[config.mk]
export PLATFORM = sky130hd
export DESIGN_NAME = wb_select_stage
export DESIGN_NICKNAME = d
export VERILOG_FILES = /design/src/rtl/wb_pkg.sv /design/src/rtl/wb_load_align.sv /design/src/rtl/wb_select_stage.sv
export SDC_FILE = /design/constraint.sdc
export NUM_CORES = 1
export LEC_CHECK = 0
export ABC_AREA = 1
export BUFFER_PORTS_ARGS = -buffer_cell sky130_fd_sc_hd__buf_2
export CAP_MARGIN = 20
export CORE_MARGIN = 1.5
export CORE_UTILIZATION = 30
export DETAILED_ROUTE_END_ITERATION = 8
export PLACE_DENSITY_LB_ADDON = 0.2
export SETUP_SLACK_MARGIN = 0.4
export SLEW_MARGIN = 20
export SYNTH_ARGS = -nofsm -noshare
export SYNTH_HDL_FRONTEND = slang
export SYNTH_HIERARCHICAL = 1
export SYNTH_SLANG_ARGS = --single-unit
[constraint.sdc]
create_clock -name clk -period 3.3 [get_ports clk]
set_input_delay 0.33 -clock clk [delete_from_list [all_inputs] [get_ports clk]]
set_output_delay 0.33 -clock clk [all_outputs]
set_load 0.05 [all_outputs]
[src/rtl/wb_pkg.sv]
// Shared encodings for the writeback stage: load sizes and default source indices.
package wb_pkg;
  localparam logic [1:0] LD_WORD = 2'b00;
  localparam logic [1:0] LD_BYTE = 2'b01;
  localparam logic [1:0] LD_HALF = 2'b10;

  localparam int SRC_ALU  = 0;
  localparam int SRC_MEM  = 1;
  localparam int SRC_LINK = 2;
endpackage

[src/rtl/wb_load_align.sv]
// Combinational little-endian load lane select with zero/sign extension.
module wb_load_align
  import wb_pkg::*;
(
  input  logic [31:0] word,
  input  logic [1:0]  size,
  input  logic        is_unsigned,
  input  logic [1:0]  addr_lo,
  output logic [31:0] data,
  output logic        misalign
);

  logic [7:0]  lane_b;
  logic [15:0] lane_h;

  assign lane_b = word[{addr_lo, 3'b000} +: 8];
  assign lane_h = word[{addr_lo[1], 4'b0000} +: 16];

  always_comb begin
    data     = word;
    misalign = 1'b0;
    case (size)
      LD_BYTE: data = {{24{~is_unsigned & lane_b[7]}}, lane_b};
      LD_HALF: begin
        if (addr_lo[0]) begin
          data     = 32'd0;
          misalign = 1'b1;
        end else begin
          data = {{16{~is_unsigned & lane_h[15]}}, lane_h};
        end
      end
      default: data = word;
    endcase
  end

endmodule

[src/rtl/wb_select_stage.sv]
// MEM/WB register with writeback source select, sticky error flag and retire counter.
// Load alignment/extension is built only when WB_LOAD_EXT_EN is defined.
module wb_select_stage
  import wb_pkg::*;
#(
  parameter int DATA_W  = 32,
  parameter int NSRC    = 3,
  parameter int SEL_W   = 2,
  parameter int MEM_SRC = SRC_MEM,
  parameter int REG_AW  = 5,
  parameter int CNT_W   = 32
) (
  input  logic                   clk,
  input  logic                   rst,
  input  logic                   m_valid,
  input  logic                   m_wreg,
  input  logic [REG_AW-1:0]      m_rn,
  input  logic [SEL_W-1:0]       m_sel,
  input  logic [NSRC*DATA_W-1:0] m_src,
  input  logic [1:0]             m_ld_size,
  input  logic                   m_ld_unsigned,
  input  logic [1:0]             m_addr_lo,
  input  logic                   stall,
  input  logic                   flush,
  output logic                   w_valid,
  output logic                   w_we,
  output logic [REG_AW-1:0]      w_rn,
  output logic [DATA_W-1:0]      w_data,
  output logic                   err,
  output logic [CNT_W-1:0]       retire_cnt
);

  logic [DATA_W-1:0] sel_word;
  logic [DATA_W-1:0] ld_data;
  logic              sel_bad;
  logic              misalign;

  logic              vld_p0;
  logic              wreg_p0;
  logic [REG_AW-1:0] rn_p0;
  logic [DATA_W-1:0] data_p0;
  logic              err_q;
  logic [CNT_W-1:0]  cnt_q;

  // Out-of-range selects fall through the loop and leave sel_word at zero.
  always_comb begin
    sel_word = '0;
    for (int i = 0; i < NSRC; i++) begin
      if (32'(m_sel) == i) sel_word = m_src[i*DATA_W +: DATA_W];
    end
  end

  assign sel_bad = (32'(m_sel) >= NSRC);

`ifdef WB_LOAD_EXT_EN
  logic [31:0] al_data;
  logic        al_mis;
  logic        is_mem;

  wb_load_align u_align (
    .word        (sel_word),
    .size        (m_ld_size),
    .is_unsigned (m_ld_unsigned),
    .addr_lo     (m_addr_lo),
    .data        (al_data),
    .misalign    (al_mis)
  );

  assign is_mem   = (32'(m_sel) == MEM_SRC);
  assign ld_data  = is_mem ? al_data : sel_word;
  assign misalign = is_mem & al_mis;
`else
  logic unused_ld;
  assign unused_ld = ^{m_ld_size, m_ld_unsigned, m_addr_lo};
  assign ld_data   = sel_word;
  assign misalign  = 1'b0;
`endif

  // Stage p0: MEM/WB register; a held write retires only on the cycle it leaves.
  always_ff @(posedge clk) begin
    if (rst) begin
      vld_p0  <= 1'b0;
      wreg_p0 <= 1'b0;
      rn_p0   <= '0;
      data_p0 <= '0;
      err_q   <= 1'b0;
      cnt_q   <= '0;
    end else begin
      if (w_we && !stall) cnt_q <= cnt_q + CNT_W'(1);
      if (flush) begin
        vld_p0 <= 1'b0;
      end else if (!stall) begin
        vld_p0  <= m_valid;
        wreg_p0 <= m_wreg;
        rn_p0   <= m_rn;
        data_p0 <= ld_data;
        if (m_valid && (sel_bad || misalign)) err_q <= 1'b1;
      end
    end
  end

  assign w_valid    = vld_p0;
  assign w_rn       = rn_p0;
  assign w_data     = data_p0;
  assign w_we       = vld_p0 & wreg_p0 & (rn_p0 != '0);
  assign err        = err_q;
  assign retire_cnt = cnt_q;

endmodule

# After elaboration in Yosys (flattened, before gate mapping)
# Cells that the tools add are included.
[classes] add_sub_neg=1 magnitude_cmp=1 eq_ne=2 muxes=3 n_bitwise=4 n_reduce_logical=8
[op_table] op="32-bit 2-to-1 mux" count=3
[op_table] op="32-bit by 1-bit adder with 32-bit output, second input constant" count=1
[op_table] op="5-bit nonzero test" count=1
[op_table] op="3-bit AND reduction" count=1
[op_table] op="1-bit bitwise AND" count=2
[op_table] op="2-bit by 1-bit equality test with 1-bit output, second input constant" count=1
[op_table] op="2-bit equality test, second input constant" count=1
[op_table] op="2-bit >= comparator, second input constant" count=1
[op_table] op="1-bit logical AND" count=2
[op_table] op="2-bit logical NOT" count=1
[op_table] op="1-bit NOT" count=2
[op_table] op="2-bit AND reduction" count=1
[op_table] op="2-bit OR reduction" count=1
[op_table] op="1-bit logical NOT" count=1
[word_totals] ff_bits=72 input_bits=114 out_inout_bits=72 wordCells=25

# Depth between registers and ports, before layout
# Gate-level depths: netlist (run 1).
[logic_depth] depth_word=4 mapped_depth=9 depth_no_buf=8

# Least setup slack after synthesis (run 1)
# Ideal clock, no wire load.
[synth_timing] path_kind="register to register" startpoint="register cnt_q[0], in the netlist retire_cnt[0]" endpoint="register cnt_q[24], in the netlist retire_cnt[24]" setup_time_ps=117 arrival_ps=1778 required_time_ps=3183 slack_ps=1405 path_stages_with_launch=10 path_buffers=1 period_less_slack_ps=1895 path_cell_list="dfxtp_1 ha_1 nand2_1 nor2_2 nand3_2 nor2_4 buf_6 nand3_1 nand2_1 nor2_1"
[synth_between] elab_chain_cells=1
[synth_lines] element="from (decl)" line_no="wb_select_stage.sv:43" rtl="logic [CNT_W-1:0] cnt_q;"
[synth_lines] element="from (signal assigned)" line_no="wb_select_stage.sv:89" rtl="if (w_we && !stall) cnt_q <= cnt_q + CNT_W'(1);"
[synth_lines] element="32-bit by 1-bit adder with 32-bit output" line_no="wb_select_stage.sv:89"
# Every way passes these cells.
# A chain may end at the register's enable or synchronous reset.

# Final worst setup path (run 1)
[layout_timing] startpoint="register rn_p0[1], in the netlist w_rn[1]" endpoint="output w_we"
[layout_between] elab_chain_cells=2
[layout_lines] element="from (decl)" line_no="wb_select_stage.sv:40" rtl="logic [REG_AW-1:0] rn_p0;"
[layout_lines] element="from (signal assigned)" line_no="wb_select_stage.sv:95" rtl="rn_p0 <= m_rn;"
[layout_lines] element="5-bit nonzero test" line_no="wb_select_stage.sv:105" rtl="assign w_we = vld_p0 & wreg_p0 & (rn_p0 != '0);"
[layout_lines] element="1-bit bitwise AND" line_no="wb_select_stage.sv:105"
[layout_lines] element="to (decl)" line_no="wb_select_stage.sv:26" rtl="output logic w_we,"
# Every way passes these cells.

==> results.sh, run 1 <==
export IMPL_p_per_area_nw_per_um2=437
export IMPL_leakagePower_nw=2.29
export IMPL_holdPathStages=2
export IMPL_worstPathArrival_ns=1.39
export IMPL_die_x_um=113
export IMPL_tritoncts="yes"
export IMPL_grt_max_degree=47
export IMPL_hp_start="flush"
export IMPL_cp_start_kind="flip-flop"
export IMPL_hold_class="input pin to flip-flop"
export IMPL_required_ns=2.97
export IMPL_slew_headroom_pct=30.1
export IMPL_violations="design-rule violations"
export IMPL_grt_pass1_vias=4093
export IMPL_rows=39
export IMPL_final_nets=815
export IMPL_die_area_um2=12700
export IMPL_ys_ff_latch=72
export IMPL_cts_hold_buf=0
export IMPL_root_buffer="clkbuf_16"
export IMPL_syn_area_per_cell_um2=6.78
export IMPL_fin_crit_sh_pct=52.1
export IMPL_ctsResizeCount=0
export IMPL_slowest_stage="dfxtp_1"
export IMPL_timing_rr_end="retire_cnt[18]$_SDFFE_PP0P_"
export IMPL_start_util_pct=31.1
export IMPL_pwr_share_comb_pct=15.7
export IMPL_p_seq_share_pct=43.2
export IMPL_r2r_start="retire_cnt[0]$_SDFFE_PP0P_"
export IMPL_path_clk_slew_ns=0.05
export IMPL_via_count=4156
export IMPL_cts_made_buffers=9
export IMPL_critPathKind="flip-flop to output pin"
export IMPL_power_ir_vdd_worst_uv=184
export IMPL_track_usage_pct=18.8
export IMPL_fin_tns_setup_ns=0
export IMPL_hold_viol=0
export IMPL_cp_max_fo=3
export IMPL_grt_first_pass_wirelength_mm=18.8
export IMPL_antenna_found_initial=0
export IMPL_grt_overflow=0
export IMPL_die_h_um=113
export IMPL_maxSlewViolCount=0
export IMPL_insertion_delay_ns=0.34
export IMPL_switching_share_pct=28.1
export IMPL_ys_seq_area_share_pct=40.1
export IMPL_place_congestion=0.819
export IMPL_cts_sinks=72
export IMPL_p_sw_mw=0.597
export IMPL_synth_cell_type_count=29
export IMPL_dpl_hpwl_mm=8.37
export IMPL_seqCellArea_um2=1440
export IMPL_wl_per_cell_um=13.6
export IMPL_multi_input_area_um2=1930
export IMPL_drcViolationCount=4
export IMPL_io_buffers=180
export IMPL_pwr_share_clk_pct=41.1
export IMPL_vias_per_cell=4.91
export IMPL_synth_warning_count=6
export IMPL_drive_gt1_share_pct=31.2
export IMPL_area_growth_pct=35.2
export IMPL_synth_top_area_share_pct=40.1
export IMPL_rsz0062_at_grt="no"
export IMPL_yosysTopAreaCell="dfxtp_1"
export IMPL_p_int_mw=1.53
export IMPL_status="finished, violations left"
export IMPL_syn_inst=531
export IMPL_fmaxAchievable_mhz=582
export IMPL_ff2ff_path_depth=8
export IMPL_tightest_slew_ns=1.05
export IMPL_first_pass_iters=6
export IMPL_cp_end_kind="output pin"
export IMPL_n_antenna_cell=0
export IMPL_cts_buffer_depth=2
export IMPL_skew_ns=0.00685
export IMPL_ant_nets=0
export IMPL_first_iter_violations=151
export IMPL_crit_chain="nor2_1, nand3_1, nand2_1, inv_1, buf_2"
export IMPL_min_period_ns=1.72
export IMPL_syn_area_um2=3600
export IMPL_drt_total_wl_mm=11.5
export IMPL_n_fill_cell=1239
export IMPL_max_stage_delay_ns=0.38
export IMPL_whs_ns=0.187
export IMPL_syn_num_nets=646
export IMPL_setup_viol=0
export IMPL_regToRegSetupSlack_ns=1.65
export IMPL_drv_cap=0
export IMPL_post_cts_buffers=0
export IMPL_ys_top_cells_by_area="dfxtp_1 (40%), nand2_1 (16%), nor2_1 (7.9%)"
export IMPL_io_pins=186
export IMPL_whs_endpoint="w_valid$_SDFFE_PP0N_"
export IMPL_fp_coreArea_um2=11600
export IMPL_htree_levels=3
-- cells in the mapped netlist (all sizes together) --
cell / n
clkinv: 1
dfxtp: 72
o21ai: 38
clkbuf: 22
nand4: 1
nor3: 1
a21oi: 50
nand3: 32
nor3b: 1
xnor2: 1
ha: 1
nor2: 85
xor2: 4
a41oi: 8
nor4: 1
inv: 28
a31oi: 24
nand3b: 2
nand2: 154
buf: 5
-- power groups by stage --
stage | combinational, mW | sequential [mW] | clock (mW)
finish | 0.334 | 0.917 | 0.874
floorplan | 0.0984 | 1.04 | 0
CTS | 0.337 | 0.917 | 0.899
global route | 0.364 | 0.920 | 0.934
detailed placement | 0.336 | 0.935 | 0
global placement | 0.332 | 0.935 | 0
-- routing by layer --
| layer | global-route usage, % | vias to the layer above | part of all wire [%] |
|---|---|---|---|
| met5 | 0 | - | 0 |
| met4 | 9.87 | 0 | 3.0 |
| met3 | 5.99 | 25 | 7.3 |
| met2 | 33.0 | 145 | 48 |
| met1 | 20.2 | 1894 | 42 |
| li1 | - | 2092 | - |
-- final cells by class --
| cell class | instances | share of cell area, % |
|---|---|---|
| multi-input cells | 403 | 39.7 |
| clock buffers | 13 | 5.14 |
| clock inverters | 1 | 0.103 |
| inverters | 29 | 2.24 |
| flip-flops and latches | 72 | 29.6 |
| repair buffers | 185 | 19.5 |
| well taps | 143 | 3.68 |
-- cells in the final DEF (no fill, tap or decap), drive strengths merged --
cell / count
a41oi: 8
clkbuf: 13
nand4: 1
xnor2: 1
nand3: 32
ha: 1
xor2: 4
nor3b: 1
inv: 28
clkinv: 2
nand2: 154
nor3: 1
a31oi: 24
buf: 185
o21ai: 38
nor4: 1
nand3b: 2
dfxtp: 72
a21oi: 50
nor2: 85
-- how the worst max path moves through the flow --
stage                                    start  slack (ns)                          end  depth (start not counted)
CTS                       w_rn[1]$_SDFFE_PP0P_        1.52                         w_we                          5
global route              w_rn[1]$_SDFFE_PP0P_        1.43                         w_we                          5
finish                    w_rn[1]$_SDFFE_PP0P_        1.58                         w_we                          5
detailed placement                         rst        1.42      w_data[27]$_SDFFE_PP0P_                          5
global placement                           rst        1.40      w_data[27]$_SDFFE_PP0P_                          5
floorplan           retire_cnt[0]$_SDFFE_PP0P_        1.41  retire_cnt[24]$_SDFFE_PP0P_                          9
-- worst max-delay path, delay by kind of cell (launching register included) --
| kind | cells | cell delay (ns) |
|---|---|---|
| flip-flops | 1 | 0.38 |
| AND/OR/NAND/NOR | 3 | 0.34 |
| buffers and inverters | 2 | 0.33 |
-- state kept, by name, indices dropped and copies added, names as in the netlist --
register and cells:
w_rn 5, w_valid 1, wreg_p0 1, err 1, retire_cnt 32, w_data 32
-- kinds of logic (layout without fill, tap and decap cells) --
logic type	count (synthesis)	after routing	share of synthesized area (%)
flip-flops	72	72	40.1
adder cells (fa/ha/maj)	1	1	0.348
AO/OA/AOI/OAI	120	120	19.1
XOR/XNOR	5	5	1.22
AND/OR/NAND/NOR	277	277	32.8
buffers and inverters	56	228	6.54
-- stage by stage --
| step | power [mW] | cell area, um2 | utilization [%] | std cells | setup slack (ns) |
|---|---|---|---|---|---|
| floorplan | 1.14 | 3600 | - | 531 | 1.41 |
| global placement | 1.27 | 4610 | 39.9 | 832 | 1.40 |
| detailed placement | 1.27 | 4610 | 39.9 | 832 | 1.42 |
| CTS | 2.15 | 4860 | 42.1 | 846 | 1.52 |
| global route | 2.22 | 4860 | 42.1 | 846 | 1.43 |
| finish | 2.12 | 4860 | 42.1 | 846 | 1.58 |
Power figures use the tool's default switching activity.
==> run 2: changes to the inputs <==
==> constraint.sdc (replaced) <==
create_clock -name clk -period 1.5 [get_ports clk]
set_input_delay 0.15 -clock clk [delete_from_list [all_inputs] [get_ports clk]]
set_output_delay 0.15 -clock clk [all_outputs]
set_load 0.05 [all_outputs]
==> run 2 against run 1 <==
  * The run still ends with design-rule violations left
  * Sequential share of layout area is 1.4 points lower
  * Critical path depth rose by 4
  * Die area unchanged
  * Via count is 3.4% higher
  * Flip-flop and latch count did not move
  * Largest power group unchanged
  * Highest routed layer unchanged
==> results.sh, run 2 (synthesis gave the netlist of run 1 again) <==
export IMPL_hold_viol=0
export IMPL_rows=39
export IMPL_insertion_delay_ns=0.32
export IMPL_tritoncts="yes"
export IMPL_ant_nets=0
export IMPL_io_buffers=180
export IMPL_whs_endpoint="w_rn[0]$_SDFFE_PP0P_"
export IMPL_cp_max_fo=14
export IMPL_hp_start="m_rn[0]"
export IMPL_regToRegSetupSlack_ns=0.13
export IMPL_io_pins=186
export IMPL_tightest_slew_ns=0.288
export IMPL_timing_rr_end="retire_cnt[26]$_SDFFE_PP0P_"
export IMPL_cp_start_kind="flip-flop"
export IMPL_vias_per_cell=4.95
export IMPL_p_per_area_nw_per_um2=861
export IMPL_leakagePower_nw=2.46
export IMPL_finalPower_mw=4.75
export IMPL_hold_class="input pin to flip-flop"
export IMPL_grt_pass1_vias=4170
export IMPL_start_util_pct=31.1
export IMPL_r2r_start="retire_cnt[1]$_SDFFE_PP0P_"
export IMPL_setup_viol=0
export IMPL_final_nets=835
export IMPL_violations="design-rule violations"
export IMPL_track_usage_pct=18.8
export IMPL_drive_gt1_share_pct=40.1
export IMPL_cts_buffer_depth=2
export IMPL_maxSlewViolCount=0
export IMPL_place_congestion=0.786
export IMPL_area_growth_pct=53.3
export IMPL_via_count=4296
export IMPL_first_iter_violations=197
export IMPL_root_buffer="clkbuf_16"
export IMPL_mostFrequentLayoutCell="nand2_1"
export IMPL_layout_common_cells="nand2_1 (153), buf_2 (120), nor2_1 (66), a21oi_1 (42), buf_4 (42)"
export IMPL_grt_overflow=0
export IMPL_worstPathArrival_ns=1.58
export IMPL_slew_headroom_pct=80.8
export IMPL_grt_max_degree=38
export IMPL_min_period_ns=1.37
export IMPL_rsz0062_at_grt="yes"
export IMPL_drt_total_wl_mm=12.0
export IMPL_grt_first_pass_wirelength_mm=19.4
export IMPL_required_ns=1.71
export IMPL_wl_per_cell_um=13.9
export IMPL_n_antenna_cell=0
export IMPL_status="finished, violations left"
export IMPL_critPathKind="flip-flop to flip-flop"
export IMPL_dpl_hpwl_mm=8.48
export IMPL_fmaxAchievable_mhz=729
export IMPL_cts_sinks=72
export IMPL_cts_made_buffers=9
export IMPL_drcViolationCount=7
export IMPL_place_inst=837
export IMPL_skew_ns=0.00343
export IMPL_fin_tns_setup_ns=0
export IMPL_fp_coreArea_um2=11600
export IMPL_antenna_found_initial=0
export IMPL_holdPathStages=3
export IMPL_drv_cap=0
export IMPL_path_clk_slew_ns=0.05
export IMPL_ff2ff_path_depth=9
export IMPL_first_pass_iters=9
export IMPL_stdcell_count=868
export IMPL_die_x_um=113
export IMPL_htree_levels=3
export IMPL_cp_end_kind="flip-flop"
export IMPL_die_h_um=113
export IMPL_die_area_um2=12700
export IMPL_fin_crit_sh_pct=91.4
export IMPL_power_ir_vdd_worst_uv=574
[run 2: cell count changes in the layout (fill, tap and decap cells not counted), sizes merged]
cell / change
clkbuf: +26
nor2: +1
buf: -6
dlygate4sd3: +1
[run 2: per-stage QoR]
step,util (%),setup slack [ns],cell area [um2],hold WS [ns]
after floorplan,-,0.0717,3740,0.218
after global placement,41.8,0.0857,4830,0.339
after detailed placement,41.8,0.0582,4830,0.344
after CTS,46.5,0.140,5380,0.0389
after global routing,47.7,0.0492,5520,0.0648
final,47.7,0.128,5520,0.0519
[run 2: worst max-delay path by stage]
stage                                    start                          end  slack, ns  depth (start not counted)
detailed placement  retire_cnt[0]$_SDFFE_PP0P_  retire_cnt[26]$_SDFFE_PP0P_       0.06                          8
CTS                 retire_cnt[0]$_SDFFE_PP0P_  retire_cnt[26]$_SDFFE_PP0P_       0.14                          9
floorplan           retire_cnt[1]$_SDFFE_PP0P_  retire_cnt[24]$_SDFFE_PP0P_       0.07                          9
global placement    retire_cnt[1]$_SDFFE_PP0P_  retire_cnt[30]$_SDFFE_PP0P_       0.09                          8
finish              retire_cnt[1]$_SDFFE_PP0P_  retire_cnt[26]$_SDFFE_PP0P_       0.13                          9
global route        retire_cnt[1]$_SDFFE_PP0P_  retire_cnt[18]$_SDFFE_PP0P_       0.05                          9
[run 2: power breakdown]
part	switching (mW)	internal [mW]
logic	0.508	0.284
clock network	0.772	1.21
registers	0.0380	1.94
total	1.32	3.43
[run 2: final cells by class]
cell class,instances,area [um2]
clock inverter,1,3.75
fill,1169,6050
clock buffer,15,268
sequential,72,1560
inverter,29,111
multi-input combinational,404,2040
timing repair buffer,204,1360
tap,143,179
[run 2: metal layers]
metal | vias to the layer above | global-route usage [%] | part of all wire [%]
li1 | 2134 | - | -
met2 | 137 | 35.3 | 51
met3 | 14 | 5.56 | 5.5
met1 | 2011 | 20.4 | 42
met5 | - | 0 | 0
met4 | 0 | 5.57 | 1.5
[run 2: timing repair]
item,4_1_cts,5_1_grt
cloned,1,0
hold endpoints to repair,1,0
setup buffers,11,2
pin swaps,9,1
gates resized for setup,53,41
endpoints found under the setup margin,69,65
hold buffers,1,0
[run 2: worst max-delay path: stages (launching register included)]
cell and delay (ns):
dfxtp_4 0.37, ha_4 0.15, nand2_4 0.06, nor2_4 0.12
nand3_2 0.10, nor2_4 0.14, buf_12 0.14, nand3_1 0.07
nand2_1 0.07, nor2_1 0.04
